**config.mk**
```make
export PLATFORM = sky130hd
export DESIGN_NAME = reorder_buffer_initiator
export DESIGN_NICKNAME = d
export VERILOG_FILES = /design/src/rtl/reorder_buffer_initiator.sv
export SDC_FILE = /design/constraint.sdc
export NUM_CORES = 1
export LEC_CHECK = 0
export ABC_AREA = 1
export BUFFER_PORTS_ARGS = -buffer_cell sky130_fd_sc_hd__buf_2
export CAP_MARGIN = 15
export CORE_MARGIN = 2
export CORE_UTILIZATION = 27
export DETAILED_ROUTE_END_ITERATION = 12
export GPL_TIMING_DRIVEN = 0
export PLACE_DENSITY_LB_ADDON = 0.08
export SLEW_MARGIN = 20
export SYNTH_ARGS = -nofsm -noshare
export SYNTH_HDL_FRONTEND = slang
export SYNTH_SLANG_ARGS = --single-unit
```
**constraint.sdc**
```tcl
create_clock -name clock -period 1.96 [get_ports clock]
set_input_delay 0.196 -clock clock [delete_from_list [all_inputs] [get_ports clock]]
set_output_delay 0.196 -clock clock [all_outputs]
set_load 0.01 [all_outputs]
```
**src/rtl/reorder_buffer_initiator.sv**
```systemverilog
`default_nettype none
// ============================================================================
// Module   : reorder_buffer_initiator
// Purpose  : Tags in-order requests with ROB indices, routes out-of-order
//            responses into ROB writes and drains completions in order.
// Revision : 1.0  initial release
// ============================================================================
module reorder_buffer_initiator #(
  parameter int WIDTH       = 8,
  parameter int DEPTH       = 8,
  parameter int INDEX_WIDTH = $clog2(DEPTH)
) (
  input  logic                   clock,
  input  logic                   reset,
  input  logic                   request_valid,
  output logic                   request_ready,
  input  logic [WIDTH-1:0]       request_data,
  output logic                   issue_valid,
  input  logic                   issue_ready,
  output logic [WIDTH-1:0]       issue_data,
  output logic [INDEX_WIDTH-1:0] issue_tag,
  input  logic                   response_valid,
  output logic                   response_ready,
  input  logic [INDEX_WIDTH-1:0] response_tag,
  input  logic [WIDTH-1:0]       response_data,
  output logic                   completion_valid,
  input  logic                   completion_ready,
  output logic [WIDTH-1:0]       completion_data,
  output logic                   rob_reserve_enable,
  input  logic [INDEX_WIDTH-1:0] rob_reserve_index,
  input  logic                   rob_reserve_full,
  output logic                   rob_write_enable,
  output logic [INDEX_WIDTH-1:0] rob_write_index,
  output logic [WIDTH-1:0]       rob_write_data,
  input  logic                   rob_write_error,
  output logic                   rob_read_enable,
  input  logic [WIDTH-1:0]       rob_read_data,
  output logic [INDEX_WIDTH:0]   outstanding_count,
  output logic                   protocol_error
);

  localparam logic [1:0] S_EMPTY = 2'd0;
  localparam logic [1:0] S_FETCH = 2'd1;
  localparam logic [1:0] S_FULL  = 2'd2;

  localparam logic [INDEX_WIDTH:0] c_one = {{INDEX_WIDTH{1'b0}}, 1'b1};

  logic [1:0]             r_state;
  logic [INDEX_WIDTH:0]   r_head;
  logic [INDEX_WIDTH:0]   r_tail;
  logic [DEPTH-1:0]       r_completed;
  logic [WIDTH-1:0]       r_completion_data;
  logic                   r_completion_valid;
  logic                   r_protocol_error;

  logic [INDEX_WIDTH-1:0] w_head_idx;
  logic [INDEX_WIDTH-1:0] w_offset;
  logic                   w_head_done;
  logic                   w_read;
  logic                   w_reserve;
  logic                   w_tag_live;
  logic                   w_resp_bad;

  // Issue path: zero-latency pass-through gated by ROB space
  assign issue_valid        = request_valid & ~rob_reserve_full;
  assign request_ready      = issue_ready & ~rob_reserve_full;
  assign w_reserve          = request_valid & request_ready;
  assign rob_reserve_enable = w_reserve;
  assign issue_tag          = rob_reserve_index;
  assign issue_data         = request_data;

  assign response_ready     = 1'b1;
  assign rob_write_enable   = response_valid;
  assign rob_write_index    = response_tag;
  assign rob_write_data     = response_data;

  // Pointers carry a wrap bit, so their difference spans 0..DEPTH (DEPTH is a power of two)
  assign outstanding_count  = r_tail - r_head;
  assign w_head_idx         = r_head[INDEX_WIDTH-1:0];
  assign w_head_done        = r_completed[w_head_idx];
  assign w_offset           = response_tag - w_head_idx;
  assign w_tag_live         = ({1'b0, w_offset} < outstanding_count);
  assign w_resp_bad         = response_valid & (~w_tag_live | r_completed[response_tag]);

  assign w_read = w_head_done &
                  ((r_state == S_EMPTY) | ((r_state == S_FULL) & completion_ready));
  assign rob_read_enable    = w_read;

  assign completion_valid   = r_completion_valid;
  assign completion_data    = r_completion_data;
  assign protocol_error     = r_protocol_error;

  always_ff @(posedge clock or posedge reset) begin
    if (reset) begin
      r_head <= '0;
      r_tail <= '0;
    end else begin
      if (w_read)    r_head <= r_head + c_one;
      if (w_reserve) r_tail <= r_tail + c_one;
    end
  end

  // Only legitimate responses mark an entry; a stray tag must not trigger a later drain
  always_ff @(posedge clock or posedge reset) begin
    if (reset) begin
      r_completed <= '0;
    end else begin
      if (w_read)                        r_completed[w_head_idx]   <= 1'b0;
      if (response_valid && !w_resp_bad) r_completed[response_tag] <= 1'b1;
    end
  end

  always_ff @(posedge clock or posedge reset) begin
    if (reset) begin
      r_protocol_error <= 1'b0;
    end else if (rob_write_error || w_resp_bad) begin
      r_protocol_error <= 1'b1;
    end
  end

  always_ff @(posedge clock or posedge reset) begin
    if (reset) begin
      r_state            <= S_EMPTY;
      r_completion_valid <= 1'b0;
      r_completion_data  <= '0;
    end else begin
      case (r_state)
        S_EMPTY: begin
          if (w_read) r_state <= S_FETCH;
        end
        S_FETCH: begin
          r_completion_data  <= rob_read_data;
          r_completion_valid <= 1'b1;
          r_state            <= S_FULL;
        end
        S_FULL: begin
          if (completion_ready) begin
            r_completion_valid <= 1'b0;
            r_state            <= w_read ? S_FETCH : S_EMPTY;
          end
        end
        default: begin
          r_completion_valid <= 1'b0;
          r_state            <= S_EMPTY;
        end
      endcase
    end
  end

endmodule
`default_nettype wire

```
==> flow_summary.yaml, run 1 <==
status:
  outcome: "finished, violations left"
  violations: "setup timing"
synthesis:
  ys_seq_area_frac: 0.361
  synthCells: 247
  netlist_area_mm2: 0.00194
  synth_most_common_cell: "nand2_1"
  synth_top_area_cell: "dfrtp_1"
  ys_warn_count: 0
  synth_top_cell_area_share: 0.361
  ys_top_cells_by_area: "dfrtp_1 36%, nand2_1 15%, buf_4 9.3%"
  synth-edff-count: 0
  synth.distinct_cells: 26
  syn_nets: 295
  syn_area_per_cell_um2: 7.85
  ys_ff_latch: 28
  synth-async-reset-ratio: 1.00
  synth_commonest_cells: "75 x nand2_1, 34 x inv_1, 28 x dfrtp_1, 24 x buf_4"
  ys.flop_type: "dfrtp_1"
timing:
  rsz0062_at_grt: "true"
  setup_tns_ps: -1080
  setup_viol: 9
  min_period_over_period: 1.08
  fmax_mhz: 472
  layout_setup_ws_ps: -160
  hold_viol: 0
  min_period_ps: 2120
  relSlewSlack: 0.594
  hold_ws_ps: 87.2
  tightest_slew_ps: 609
  drv_slew: 0
  clock_skew_ps: 10.9
routing:
  route.vias.total: 1650
  first_pass_iters: 4
  post_drt_wl_per_cell_um: 10.2
  ant_nets: 0
  drt_wl_total_mm: 4.19
  drc: 0
  via_per_inst: 4.03
  drtIter0Drc: 34
worst_setup_path:
  start_kind: "register"
  critPathCaptureType: "register"
  crit_slowest_cell: "dfrtp_1"
  cp_max_fo: 5
  ff2ff_setup_slack_ps: -160
  cp.required_ps: 2140
  critPathKind: "reg -> reg"
  critPathArrivalTime_ps: 2300
  slowest_delay_ps: 440
  crit_path_cell_trace: "ha_2 -> fa_2 -> xnor2_2 -> xor2_1 -> inv_1 -> ha_4 -> nand2_4 -> nand2_4 -> nand2_4 -> nand4_1 -> nand2_1"
  crit_top_cell: "nand2_4"
  r2r-start: "r_head[0]$_DFFE_PP0N_"
  r2r_end: "r_completed[7]$_DFF_PP0_"
  r2r_cells: 11
place:
  port-buffer-count: 56
  placed_area_mm2: 0.00236
  place_congestion: 0.746
  hpwl_mm: 3.21
  place_ws_ps: -296
final_layout:
  syn_to_final_growth_pct: 34.0
  layout-drive-gt1-share: 0.457
  num-nets-final: 362
  diodes: 0
  fin_area_mm2: 0.00260
grt:
  grt_pass1_wl_mm: 6.67
  gr-total-overflow: 0
  grt_max_degree: 29
  grt_usage: 0.107
  antenna_found_initial: 0
  grt_pass1_vias: 1436
min_path:
  min_to: "protocol_error$_DFFE_PP0P_"
  hp-start: "rob_write_error"
  hold_depth: 3
  hold_path_class: "in -> reg"
floorplan:
  die_w_um: 88.8
  io_pins: 80
  die_h_um: 88.8
  coreArea_mm2: 0.00687
  dieArea_mm2: 0.00788
  row_count: 30
  initial_utilization: 0.282
cts:
  cts_sinks: 28
  cts.htree.levels: 1
  clock_latency_ps: 280
  cts_buffers: 3
  cts-root-buf: "clkbuf_8"
  cts_tree: "yes"
  cts_max_path_buffers: 2
  path_clk_slew_ps: 100
power_and_ir_drop:
  sw_frac_of_total: 0.462
  leakage_uw: 0.00138
  p_sw_uw: 2140
  max-vdd-ir-drop_mv: 0.644
  internal-power_uw: 2490
  clock_power_share: 0.100
  finalPower_uw: 4630
  combinationalPowerShare: 0.664
  seqPwrFrac: 0.236
  power_density_mw_per_mm2: 1780
run:
  max_cap_viol_count: 0
==> through the flow <==
step                instances   util
CTS                       407  0.363
detailed placement        399  0.344
global route              409  0.378
finish                    409  0.378
floorplan                 247      -
global placement          399  0.344
==> cell families after synthesis <==
| family | after synthesis | share of synthesized area |
|---|---|---|
| buffers and inverters | 69 | 0.194 |
| XOR/XNOR | 9 | 0.0406 |
| other | 1 | 0.00193 |
| AO/OA/AOI/OAI | 14 | 0.0477 |
| AND/OR/NAND/NOR | 108 | 0.235 |
| flip-flops | 28 | 0.361 |
| multiplexers | 8 | 0.0465 |
| adder cells (fa/ha/maj) | 10 | 0.0723 |
==> cell usage in the layout (no fill, tap or decap), types with 8 or more instances in the layout <==
cell     Yosys  final
buf_2        2     56
buf_4       24     29
dfrtp_1     28     27
inv_1       34     28
inv_2        3      8
mux2_2       8      8
nand2_1     75     66
nand4_1      8      8
nor3_1       8      8
==> state kept, by name (all words and copies together) (netlist names) <==
name,count
completion_data,8
completion_valid,1
protocol_error,1
r_completed,8
r_head,4
r_state,2
r_tail,4
==> worst max-delay path, delay by kind of cell, from the launching register on <==
| kind | cells | cell delay [ps] |
|---|---|---|
| buf+inv | 1 | 80 |
| flops | 1 | 440 |
| simple gates | 5 | 360 |
| xor+xnor | 2 | 290 |
| fa+ha+maj | 3 | 840 |
==> what timing repair did <==
item | CTS | global route
setup endpoints to repair | 10 | 11
endpoints found under the hold margin | 12 | 0
setup buffers | 2 | 2
hold buffers | 1 | 0
pin swaps | 8 | 10
resized for setup | 8 | 21
cloned | 1 | 0
==> metal layers <==
| layer | track usage | up-vias | routed length, µm |
|---|---|---|---|
| li1 | - | 869 | - |
| met3 | 0.0233 | 2 | 262 |
| met4 | 0.0124 | 0 | 14 |
| met2 | 0.178 | 56 | 1860 |
| met1 | 0.148 | 723 | 2060 |
| met5 | 0 | - | 0 |
==> power by group through the flow <==
stage / combinational (µW) / sequential [µW] / clock [µW]
2_1_floorplan: 1730 / 1100 / 0
3_3_place_gp: 2350 / 1110 / 0
3_5_place_dp: 2360 / 1110 / 0
4_1_cts: 2620 / 1090 / 486
5_1_grt: 3470 / 1140 / 504
6_report: 3070 / 1090 / 463
==> worst max path at each step <==
stage	endpoint	cells after the start	slack (ps)	from
finish	r_completed[7]$_DFF_PP0_	11	-160	r_head[0]$_DFFE_PP0N_
global route	r_completed[7]$_DFF_PP0_	11	-270	r_head[0]$_DFFE_PP0N_
CTS	r_completed[7]$_DFF_PP0_	11	-200	r_head[0]$_DFFE_PP0N_
detailed placement	r_completed[7]$_DFF_PP0_	13	-300	response_tag[0]
global placement	r_completed[7]$_DFF_PP0_	13	-320	response_tag[0]
floorplan	protocol_error$_DFFE_PP0P_	13	-90	r_tail[0]$_DFFE_PP0P_
==> cell type report <==
cell class	count	area (µm²)
fillers	748	4270
multi-input cells	151	992
flip-flops and latches	28	702
repair buffers	61	327
plain buffers	31	234
inverters	38	153
well taps	96	120
clock buffers	3	41.3
clock inverters	1	30.0
(Power assumes the default switching activity.)
==> run 2: changes to the inputs <==
- PLACE_DENSITY_LB_ADDON: 0.08 -> default
==> run 2 against run 1 <==
Cell count up 1.2%; combinational power fell by 5%; critical path depth grew 1; the run ends with hold timing, setup timing left; count of clock-buffer cells in the layout did not move; die area did not move; register-to-register slack is essentially flat; critical endpoint is now protocol_error$_DFFE_PP0P_; via count rose by 4.1%; first-iteration DRC count is 88% higher.
==> flow_summary.yaml, run 2 (synthesis results as in run 1) <==
status:
  outcome: "finished, violations left"
  violations: "hold timing, setup timing"
place:
  place_congestion: 0.867
  place_ws_ps: -319
  dp.cells: 399
  port-buffer-count: 56
  hpwl_mm: 3.11
grt:
  grt_pass1_vias: 1627
  grtUsageMet1: 0.146
  grt.met2_usage: 0.189
  grt_pass1_wl_mm: 7.04
  gr-total-overflow: 0
  antenna_found_initial: 0
  busiest_layer: "met2"
  grt_usage: 0.112
  met3_usage: 0.0261
  grt_max_degree: 29
routing:
  post_drt_wl_per_cell_um: 10.5
  ant_nets: 0
  drc: 0
  drt_wl_total_mm: 4.33
  via_per_inst: 4.15
  route.vias.total: 1718
  first_pass_iters: 4
  drtIter0Drc: 64
worst_setup_path:
  start_kind: "register"
  r2r-start: "r_head[0]$_DFFE_PP0N_"
  r2r_end: "protocol_error$_DFFE_PP0P_"
  endpoint: "protocol_error$_DFFE_PP0P_"
  r2r_cells: 12
  cp_max_fo: 5
  ff2ff_setup_slack_ps: -170
  crit_top_cell: "nand2_1"
  startpoint: "r_head[0]$_DFFE_PP0N_"
  critPathArrivalTime_ps: 2320
  critPathCaptureType: "register"
  slowest_delay_ps: 420
  crit_path_cell_trace: "ha_2 -> fa_2 -> xnor2_2 -> xor2_1 -> inv_1 -> ha_1 -> nand2_1 -> nand2_2 -> nand2_4 -> nand2_2 -> nand2_1 -> nand2_1"
  crit_slowest_cell: "dfrtp_1"
  critPathKind: "reg -> reg"
  cp.required_ps: 2150
final_layout:
  layout_common_cells: "70 x nand2_1, 56 x buf_2, 35 x buf_4, 29 x inv_1, 27 x dfrtp_1"
  diodes: 0
  stdcell_count: 414
  layout-drive-gt1-share: 0.443
  fin_util: 0.377
  syn_to_final_growth_pct: 33.5
  num-nets-final: 367
  final_common_cell: "nand2_1"
cts:
  cts-root-buf: "clkbuf_8"
  cts.htree.levels: 1
  cts_buffers: 3
  cts_sinks: 28
  path_clk_slew_ps: 110
  cts_tree: "yes"
  clock_latency_ps: 280
  cts_max_path_buffers: 2
timing:
  fmax_mhz: 470
  hold_viol: 28
  drv_slew: 0
  setup_viol: 9
  min_period_ps: 2130
  clock_skew_ps: 9.66
  relSlewSlack: 0.586
  hold_ws_ps: -23.5
  setup_tns_ps: -1250
  layout_setup_ws_ps: -170
  rsz0062_at_grt: "true"
  min_period_over_period: 1.09
  tightest_slew_ps: 621
run:
  max_cap_viol_count: 0
floorplan:
  dieArea_mm2: 0.00788
  coreArea_mm2: 0.00687
  die_h_um: 88.8
  row_count: 30
  die_w_um: 88.8
  initial_utilization: 0.282
  io_pins: 80
power_and_ir_drop:
  max-vdd-ir-drop_mv: 0.594
  power_density_mw_per_mm2: 1730
  leakage_uw: 0.00140
min_path:
  hold_path_class: "in -> async"
## run 2: repair_timing
action | CTS | global route
buffers inserted | 4 | 6
gates resized for setup | 13 | 7
cloned | 1 | 0
pin swaps | 10 | 12
hold buffers | 0 | 0
endpoints found under the setup margin | 10 | 12
## run 2: how the worst min path moves through the flow
stage                    startpoint                              to  slack, ps  cells after the start
finish                        reset        r_completed[7]$_DFF_PP0_        -20                      2
global route                  reset           r_tail[1]$_DFFE_PP0P_         40                      2
CTS                           reset          r_state[0]$_DFFE_PP0P_          9                      2
detailed placement            reset  completion_data[3]$_DFFE_PP0P_        320                      2
global placement    rob_write_error      protocol_error$_DFFE_PP0P_        390                      3
floorplan                     reset  completion_data[0]$_DFFE_PP0P_        260                      1
## run 2: critical path: cells and delay by family, from the launching register on
family	cells	cell delay, ps
xor+xnor	2	300
fa+ha+maj	3	810
buf+inv	1	60
flops	1	420
simple gates	6	430
## run 2: where the power goes
group	total (µW)	internal, µW	switching [µW]
Combinational	2910	1290	1630
Clock	470	274	196
Sequential	1090	862	231
Total	4480	2420	2050
## run 2: layer usage
layer | up-vias | wire length [µm]
li1 | 883 | -
met1 | 773 | 1940
met2 | 60 | 2090
met3 | 2 | 286
met4 | 0 | 17
met5 | - | 0
## run 2: area by class of cell
| class | instances | area [µm²] |
|---|---|---|
| multi-input combinational | 151 | 950 |
| clock inverter | 1 | 30.0 |
| clock buffer | 3 | 41.3 |
| fill | 707 | 4280 |
| sequential | 28 | 702 |
| buffer | 31 | 234 |
| tap | 96 | 120 |
| timing repair buffer | 66 | 362 |
| inverter | 38 | 150 |
## run 2: through the flow
| step | hold WS (ps) | area, µm² | power (µW) |
|---|---|---|---|
| after floorplan | 261 | 1960 | 2830 |
| after global placement | 393 | 2360 | 3400 |
| after detailed placement | 318 | 2360 | 3450 |
| after CTS | 9.18 | 2520 | 4270 |
| after global routing | 36.9 | 2590 | 4920 |
| final | -23.5 | 2590 | 4480 |
